**config.mk**
```make
export PLATFORM = sky130hd
export DESIGN_NAME = wb_cmd_master
export DESIGN_NICKNAME = d
export VERILOG_FILES = /design/src/rtl/wb_master_pkg.sv /design/src/rtl/wb_cmd_master.sv
export SDC_FILE = /design/constraint.sdc
export NUM_CORES = 1
export LEC_CHECK = 0
export CAP_MARGIN = 0
export CORE_AREA = 2 2 131 158
export DETAILED_ROUTE_END_ITERATION = 10
export DIE_AREA = 0 0 133 160
export DONT_BUFFER_PORTS = 1
export GPL_ROUTABILITY_DRIVEN = 0
export MAX_ROUTING_LAYER = met4
export PLACE_DENSITY = 0.43
export SLEW_MARGIN = 20
export SYNTH_ARGS = -nofsm -noshare
export SYNTH_HDL_FRONTEND = slang
export SYNTH_SLANG_ARGS = --single-unit
export TNS_END_PERCENT = 1
```
**constraint.sdc**
```tcl
create_clock -name clk_i -period 2.6 [get_ports clk_i]
set_input_delay 0.13 -clock clk_i [delete_from_list [all_inputs] [get_ports clk_i]]
set_output_delay 0.13 -clock clk_i [all_outputs]
set_load 0.005 [all_outputs]
```
**src/rtl/wb_master_pkg.sv**
```systemverilog
// Shared definitions for Wishbone B4 pipelined initiators.
// Contents:
//   - response status codes returned on rsp_status_o
//   - command-master FSM state encoding
//   - master-out / master-in record types for bus fabric code
package wb_master_pkg;

  localparam logic [1:0] WBM_OK      = 2'd0;
  localparam logic [1:0] WBM_ERR     = 2'd1;
  localparam logic [1:0] WBM_RTY     = 2'd2;
  localparam logic [1:0] WBM_TIMEOUT = 2'd3;

  localparam int WB_ADR_W = 32;
  localparam int WB_DAT_W = 32;
  localparam int WB_SEL_W = 4;

  typedef enum logic [1:0] {
    ST_IDLE   = 2'd0,
    ST_STROBE = 2'd1,
    ST_WAIT   = 2'd2,
    ST_RESP   = 2'd3
  } wbm_state_e;

  typedef struct packed {
    logic                cyc;
    logic                stb;
    logic                we;
    logic [WB_ADR_W-1:0] adr;
    logic [WB_SEL_W-1:0] sel;
    logic [WB_DAT_W-1:0] dat;
  } wb_m2s_t;

  typedef struct packed {
    logic                ack;
    logic                err;
    logic                rty;
    logic                stall;
    logic [WB_DAT_W-1:0] dat;
  } wb_s2m_t;

endpackage

```
**src/rtl/wb_cmd_master.sv**
```systemverilog
// Wishbone B4 pipelined command master.
// Turns one valid/ready command into one Wishbone transaction and returns
// read data plus a status code (OK / ERR / RTY exhausted / TIMEOUT).
// Ports:
//   clk_i, rst_n_i                      clock, synchronous active-low reset
//   cmd_valid_i/cmd_ready_o             command handshake
//   cmd_we_i, cmd_adr_i, cmd_sel_i, cmd_dat_i   command payload
//   rsp_valid_o/rsp_ready_i             response handshake
//   rsp_dat_o, rsp_status_o             read data, status
//   wb_cyc_o, wb_stb_o, wb_we_o, wb_adr_o, wb_sel_o, wb_dat_o   bus out
//   wb_ack_i, wb_err_i, wb_rty_i, wb_stall_i, wb_dat_i          bus in
//
// state  | meaning
// IDLE   | cmd_ready_o high, waiting for a command
// STROBE | cyc+stb driven, waiting for stall low
// WAIT   | cyc only, waiting for ack/err/rty or timeout
// RESP   | rsp_valid_o high, waiting for rsp_ready_i
module wb_cmd_master
  import wb_master_pkg::*;
#(
  parameter int ADDR_WIDTH = 32,
  parameter int TIMEOUT    = 255,
  parameter int RETRY_MAX  = 3
) (
  input  logic                  clk_i,
  input  logic                  rst_n_i,
  input  logic                  cmd_valid_i,
  output logic                  cmd_ready_o,
  input  logic                  cmd_we_i,
  input  logic [ADDR_WIDTH-1:0] cmd_adr_i,
  input  logic [3:0]            cmd_sel_i,
  input  logic [31:0]           cmd_dat_i,
  output logic                  rsp_valid_o,
  input  logic                  rsp_ready_i,
  output logic [31:0]           rsp_dat_o,
  output logic [1:0]            rsp_status_o,
  output logic                  wb_cyc_o,
  output logic                  wb_stb_o,
  output logic                  wb_we_o,
  output logic [ADDR_WIDTH-1:0] wb_adr_o,
  output logic [3:0]            wb_sel_o,
  output logic [31:0]           wb_dat_o,
  input  logic                  wb_ack_i,
  input  logic                  wb_err_i,
  input  logic                  wb_rty_i,
  input  logic                  wb_stall_i,
  input  logic [31:0]           wb_dat_i
);

  localparam int                RCNT_W    = (RETRY_MAX < 1) ? 1 : $clog2(RETRY_MAX + 1);
  localparam logic [RCNT_W-1:0] RETRY_LIM = RCNT_W'(RETRY_MAX);
  localparam logic [15:0]       TMO_LOAD  = 16'(TIMEOUT);

  wbm_state_e        state;
  wbm_state_e        state_nxt;
  wb_s2m_t           s2m;
  logic [RCNT_W-1:0] retry_cnt;
  logic [15:0]       tmo_cnt;
  logic              tmo_expired;
  logic              cmd_take;
  logic              rsp_load;
  logic              rsp_capture;
  logic              retry_go;
  logic [1:0]        status_nxt;

  assign s2m = '{ack: wb_ack_i, err: wb_err_i, rty: wb_rty_i,
                 stall: wb_stall_i, dat: wb_dat_i};

  // Down-counter loaded with TIMEOUT; terminal count 0 means expired.
  // It stops at 0, so it can never wrap back into a live value.
  assign tmo_expired = (tmo_cnt == 16'd0);
  assign cmd_take    = (state == ST_IDLE) && cmd_valid_i;

  always_ff @(posedge clk_i) begin
    if (!rst_n_i) begin
      state <= ST_IDLE;
    end else begin
      state <= state_nxt;
    end
  end

  always_comb begin
    state_nxt   = state;
    status_nxt  = WBM_OK;
    rsp_load    = 1'b0;
    rsp_capture = 1'b0;
    retry_go    = 1'b0;
    unique case (state)
      ST_IDLE: begin
        if (cmd_valid_i) state_nxt = ST_STROBE;
      end
      ST_STROBE: begin
        // terminations are not looked at until the strobe has been accepted
        if (tmo_expired) begin
          state_nxt  = ST_RESP;
          rsp_load   = 1'b1;
          status_nxt = WBM_TIMEOUT;
        end else if (!s2m.stall) begin
          state_nxt = ST_WAIT;
        end
      end
      ST_WAIT: begin
        state_nxt = ST_RESP;
        rsp_load  = 1'b1;
        if (s2m.err) begin
          status_nxt = WBM_ERR;
        end else if (s2m.rty) begin
          if (retry_cnt < RETRY_LIM) begin
            state_nxt = ST_STROBE;
            rsp_load  = 1'b0;
            retry_go  = 1'b1;
          end else begin
            status_nxt = WBM_RTY;
          end
        end else if (s2m.ack) begin
          status_nxt  = WBM_OK;
          rsp_capture = !wb_we_o;
        end else if (tmo_expired) begin
          status_nxt = WBM_TIMEOUT;
        end else begin
          state_nxt = ST_WAIT;
          rsp_load  = 1'b0;
        end
      end
      ST_RESP: begin
        if (rsp_ready_i) state_nxt = ST_IDLE;
      end
      default: state_nxt = ST_IDLE;
    endcase
  end

  always_comb begin
    cmd_ready_o = 1'b0;
    wb_cyc_o    = 1'b0;
    wb_stb_o    = 1'b0;
    rsp_valid_o = 1'b0;
    unique case (state)
      ST_IDLE:   cmd_ready_o = 1'b1;
      ST_STROBE: begin
        wb_cyc_o = 1'b1;
        wb_stb_o = 1'b1;
      end
      ST_WAIT:   wb_cyc_o    = 1'b1;
      ST_RESP:   rsp_valid_o = 1'b1;
      default:   cmd_ready_o = 1'b0;
    endcase
  end

  // Bus payload registers double as the command latch, so they stay
  // constant across stalls and retries.
  always_ff @(posedge clk_i) begin
    if (!rst_n_i) begin
      wb_we_o      <= 1'b0;
      wb_adr_o     <= '0;
      wb_sel_o     <= '0;
      wb_dat_o     <= '0;
      rsp_dat_o    <= '0;
      rsp_status_o <= WBM_OK;
      retry_cnt    <= '0;
      tmo_cnt      <= '0;
    end else begin
      if (cmd_take) begin
        wb_we_o      <= cmd_we_i;
        wb_adr_o     <= cmd_adr_i;
        wb_sel_o     <= cmd_sel_i;
        wb_dat_o     <= cmd_dat_i;
        rsp_dat_o    <= '0;
        rsp_status_o <= WBM_OK;
        retry_cnt    <= '0;
        tmo_cnt      <= TMO_LOAD;
      end else if (retry_go) begin
        retry_cnt <= retry_cnt + 1'b1;
        tmo_cnt   <= TMO_LOAD;
      end else if ((state == ST_STROBE || state == ST_WAIT) && !tmo_expired) begin
        tmo_cnt <= tmo_cnt - 1'b1;
      end
      if (rsp_load) begin
        rsp_status_o <= status_nxt;
        if (rsp_capture) rsp_dat_o <= s2m.dat;
      end
    end
  end

endmodule

```
* Word-level counts from Yosys, hierarchy flattened *
Cells that the tools add are included.
Widths: inputs -> output; s select.

storage, ports and cells
  register bits after elaboration = 123
  latch bits = 0
  memory bits (writable) = 0
  bits in read-only memories = 0
  input bits = 109
  output and inout port bits = 107
  memories = 0

cells by class
  add/subtract/negate cells = 2
  multiply operators = 0
  div/mod/pow operators = 0
  $lt $le $gt $ge = 1
  eq/ne operators = 6
  shift operators = 0
  multiplexer cells = 42
  bitwise logic cells = 1
  reductions and logical operators = 13

operator list
  operator               count
  $mux 32                3
  $mux 2                 14
  $mux 8                 3
  $mux 1                 19
  $logic_not 16->1       1
  $sub 16x1->16 const B  1
  $pmux 2 s4             1
  $eq 2x2->1 const B     2
  $ne 2x2->1 const B     2
  $pmux 2 s2             1
  $reduce_or 2->1        2
  $ne 3x3->1 const B     1
  $reduce_and 3->1       1
  $reduce_bool 3->1      1
  $reduce_or 3->1        1
  $add 2x1->2 const B    1
  $eq 2x1->1 const B     1
  $logic_and 1x1->1      2
  $logic_not 1->1        2
  $logic_not 2->1        1
  $lt 2x2->1 const B     1
  $pmux 1 s2             1
  $reduce_bool 2->1      1
  $logic_or 1x1->1       1
  $not 1->1              1

* Depth between registers and ports, before layout *
  word-level depth = 7
  gate-level depth with buffers = 9

* Worst setup path before layout *
OpenSTA, ideal clock, no wires.

  path kind = reg-to-reg
  from = reg state[0]
  to = reg tmo_cnt[15]
  setup time = 0.071 ns
  arrival = 2.019 ns
  data required time = 2.529 ns
  path slack = 0.510 ns
  stages on the path, launching flop included = 8
  period minus slack after synthesis = 2.090 ns
  cell sequence = dfxtp_1 inv_1 ha_1 clkbuf_1 nor3b_1 nand2_1 or4_1 a21oi_1

on the way
  word-level cells in the longest chain between the ends = 3
  elaborated cells between the ends (all ways) = 8

RTL lines
  what                                                                          RTL line                                   text
  start, declared                                                               wb_cmd_master.sv:54                        wbm_state_e state;
  start signal, assigned                                                        wb_cmd_master.sv:78                        state <= state_nxt;
  $eq 2x2->1, or another cell as far along                                      wb_cmd_master.sv:88, wb_cmd_master.sv:174
  $mux 1, or another cell as far along                                          wb_cmd_master.sv:88                        unique case (state)
  $reduce_or 3->1 (no source line) / $logic_and 1x1->1 (equally long branches)  --
  end signal, assigned                                                          wb_cmd_master.sv:175                       tmo_cnt <= tmo_cnt - 1'b1;
  end, declared                                                                 wb_cmd_master.sv:58                        logic [15:0] tmo_cnt;

Several ways; a longest one is shown, not always the timed one.
A chain may end at the register's enable or synchronous reset.

* Worst setup path after layout *
  from = reg state[1]
  to = reg rsp_dat_o[8]

on the way
  word-level cells in the longest chain between the ends = 5
  elaborated cells between the ends (all ways) = 9

RTL lines
  what                  RTL line              text
  $logic_not 2->1       wb_cmd_master.sv:72   assign cmd_take = (state == ST_IDLE) && cmd_valid_i;
  $logic_and 1x1->1     wb_cmd_master.sv:72
  $mux 32               wb_cmd_master.sv:162  if (cmd_take) begin
  $mux 32               wb_cmd_master.sv:179  if (rsp_capture) rsp_dat_o <= s2m.dat;
  $mux 32 *             wb_cmd_master.sv:177  if (rsp_load) begin
  end signal, assigned  wb_cmd_master.sv:179
  end, declared         wb_cmd_master.sv:35   output logic [31:0] rsp_dat_o,

Every way passes the cells marked *; elsewhere a longest branch is shown, timed or not.

==> impl_results.md <==
- Status: finished, final reports clean
- Post-synthesis sequential area ratio: about 50%
- Ys Warns: 0
- Endpoints failing setup: 0
- DR pass1 iterations: 5
- CP max FO: 32
- Post-synth cell types: 45
- Sequential cell area: 2460 sq um
- Setup_tns: 0 ns
- Worst Tran Pin Value: 0.862 ns
- Relative slew slack: 41.8%
- #FFs+latches synth: 123
- P&R area growth vs syn: 39.8%
- Post-route clock period utilization: 92.7%
- Post-Syn Instances: just over 600
- Worst min-delay path class: in -> reg
- Vias in the first global route: 4679
- Fin crit period: 2.41 ns
- NumNets Final: 816
- Post-synth ARST share: 0%
- Fillers: 2036
- Most common flop cell mapped by yosys: dfxtp_1
- CTS tree: built
- Port Buffers: 0
- DRC: 0
- Peak supply drop: a little under 600 uV
- Slowest stage delay, CP: 0.58 ns
- Grt total ovfl: 0
- CP required: 2.90 ns
- Syn Nets: approximately 720
- CTS Buf Count: 17
- Largest net degree at the start of global routing: 70
- CP delay by family, top: buffers and inverters
- WP data arrival: approximately 2.7 ns
- Io pins: 216
- N_diodes: 0
- CP Buf/Inv Count: 3
- Final Max Slew Viols: 0
- Crit-path cells: inv_1, ha_1, nand4b_1, or3_1, buf_6, nand3_1, a21oi_1, dlygate4sd3_1
- Total GRT Usage: 14.6%
- Clock sinks: roughly 120
- Drt total wl: 15.1 mm
- Power density over the cells: between 900 and 1000 nW/um^2
- Post-detail-place hpwl: 9.86 mm
- Setup CP Type: reg -> reg
- Avg Cell Area, Syn: approximately 8 sq um
- CTS root buf: clkbuf_16
- Slowest cell on crit path: dlygate4sd3_1
- Max cap viols: 0
- Total leakage power: 2.45 nW
- Die area: 21300 sq um
- Unrepaired setup endpoints after global routing: no
- Row Count: 57
- Endpoint class of the critical path: flop
- Post-synth EDFFs: 0
- Drt wl/cell: 15.5 microns
- Htree depth: 4
- Hold Vio Cnt, Final: 0
- Worst R2R Setup Slack: approximately 0.19 ns
- Worst-Skew Late Latency: ~0.42 ns
- Chip width: 133 microns
- Max Clk Rate: 415 MHz
- Clock Skew: 0.00945 ns
- Core area: 19900 sq um
- Initial core utilization: 24.4%
- Starting DRT DRC Count: 203
- Post-DRT Antenna Nets: 0
- DR vias: 4640
- Multi-input gate area: 2210 sq um
- Total power draw: 6.32 mW
- Cell Area, Synth: 4860 sq um
- Share of cells above drive strength 1: 7.85%
- First-pass GRT wire length: 23.8 mm
- Antenna violations before repair: 0
- CTS clk-pin slew, worst paths: 0.06 ns
- CP Launch Type: flop
- Max Root-Sink Buffers: 2
- Vias per inst: 4.74
- Die H: 160 microns
## power by group
part           total [mW]  switching (mW)  internal [mW]
clock network        2.42           0.935           1.49
registers            2.42           0.261           2.16
logic                1.48           0.912          0.572
total                6.32            2.11           4.22
## state kept, by name, indices dropped and copies added, names as in the netlist
name,count
retry_cnt,2
tmo_cnt,16
wb_adr_o,32
wb_sel_o,4
rsp_dat_o,32
rsp_status_o,2
wb_we_o,1
state,2
wb_dat_o,32
## worst min-delay path, stage by stage
cell and delay [ns]:
nand4bb_1 0.11, nand2_1 0.09, a21oi_1 0.06
## metal layers
layer | track usage [%] | wire [microns] | share of wire, % | vias to the layer above
met5 | - | 0 | 0 | -
met4 | 7.23 | 388 | 2.6 | 0
met3 | 5.24 | 1260 | 8.3 | 26
met2 | 24.4 | 7470 | 49 | 181
met1 | 15.1 | 6000 | 40 | 2149
li1 | - | - | - | 2284
## placed cells by master (no fill, tap or decap), types with 3 or more instances in the layout
cell type and instances:
o41ai_1 3, a211oi_1 3, inv_6 5, dfxtp_1 122
nor2_1 9, o31ai_1 6, nand3_1 34, buf_4 12
clkinv_2 3, nor3_1 4, or4_1 7, clkbuf_16 17
inv_1 8, or3_1 7, a21oi_1 110, dlygate4sd3_1 105
o21a_1 3, nand2_1 182, o31a_1 3, ha_1 7
o21ai_0 6, and3_1 5, a31oi_1 7, nand4_1 4
## path summary, 6_finish.rpt
check | start | endpoint | cells after the start
max | state[1]$_SDFFE_PN0P_ | rsp_dat_o[8]$_SDFF_PN0_ | 8
min | wb_rty_i | retry_cnt[1]$_SDFFE_PP0P_ | 3
max reg2reg | state[1]$_SDFFE_PN0P_ | rsp_dat_o[8]$_SDFF_PN0_ | 8
min reg2reg | retry_cnt[1]$_SDFFE_PP0P_ | retry_cnt[1]$_SDFFE_PP0P_ | 2
## synthesized netlist by cell type (2+ instances only)
master	number	area, sq um
and2_1	3	18.8
nor4bb_1	2	20.0
a31oi_1	7	43.8
or4_1	7	52.6
a211oi_1	3	22.5
buf_2	2	10.0
o31a_1	3	26.3
nor2_1	9	33.8
nand4_1	4	25.0
buf_1	4	15.0
a311oi_1	2	17.5
o21a_1	3	22.5
o21ai_0	6	30.0
or3_1	7	43.8
nor3_1	5	25.0
ha_1	7	87.6
o31ai_1	6	45.0
a221o_1	2	20.0
and3_1	5	31.3
and4_1	2	17.5
o41ai_1	3	26.3
dfxtp_1	123	2460
clkbuf_1	39	146
a21oi_1	110	551
nor3b_1	2	15.0
nand3_1	34	170
inv_1	8	30.0
nand2_1	183	687
## stage by stage
| stage | cells | area [sq um] | setup WS (ns) | hold WS (ns) | utilization [%] |
|---|---|---|---|---|---|
| 4_1_cts | 978 | 6790 | 0.134 | 0.000599 | 34.1 |
| 3_5_place_dp | 841 | 5130 | 0.466 | 0.269 | 25.8 |
| 3_3_place_gp | 841 | 5130 | 0.446 | 0.266 | 25.8 |
| 5_1_grt | 978 | 6800 | 0.0621 | 0.0295 | 34.2 |
| 2_1_floorplan | 608 | 4860 | 0.510 | 0.266 | - |
| 6_report | 978 | 6800 | 0.190 | 0.0225 | 34.2 |
## repair_timing
item,in CTS,in global routing
hold endpoints to repair,114,0
hold buffers,105,0
endpoints found under the setup margin,0,1
buffers inserted,0,0
gates resized for setup,0,2
## area by class of cell
type / count / area share [%]
inverters: 9 / 0.515
repair buffers: 118 / 17.0
clock buffers: 19 / 6.66
clock inverters: 13 / 2.25
well taps: 265 / 4.88
flip-flops and latches: 123 / 36.2
multi-input cells: 431 / 32.5
## logic make-up after synthesis
family | share of synthesized area, %
XOR/XNOR | 0.180
adder cells (fa/ha/maj) | 1.80
AO/OA/AOI/OAI | 17.7
flip-flops | 50.6
multiplexers | 0.232
buffers and inverters | 4.22
AND/OR/NAND/NOR | 25.2
Power figures use the tool's default switching activity.
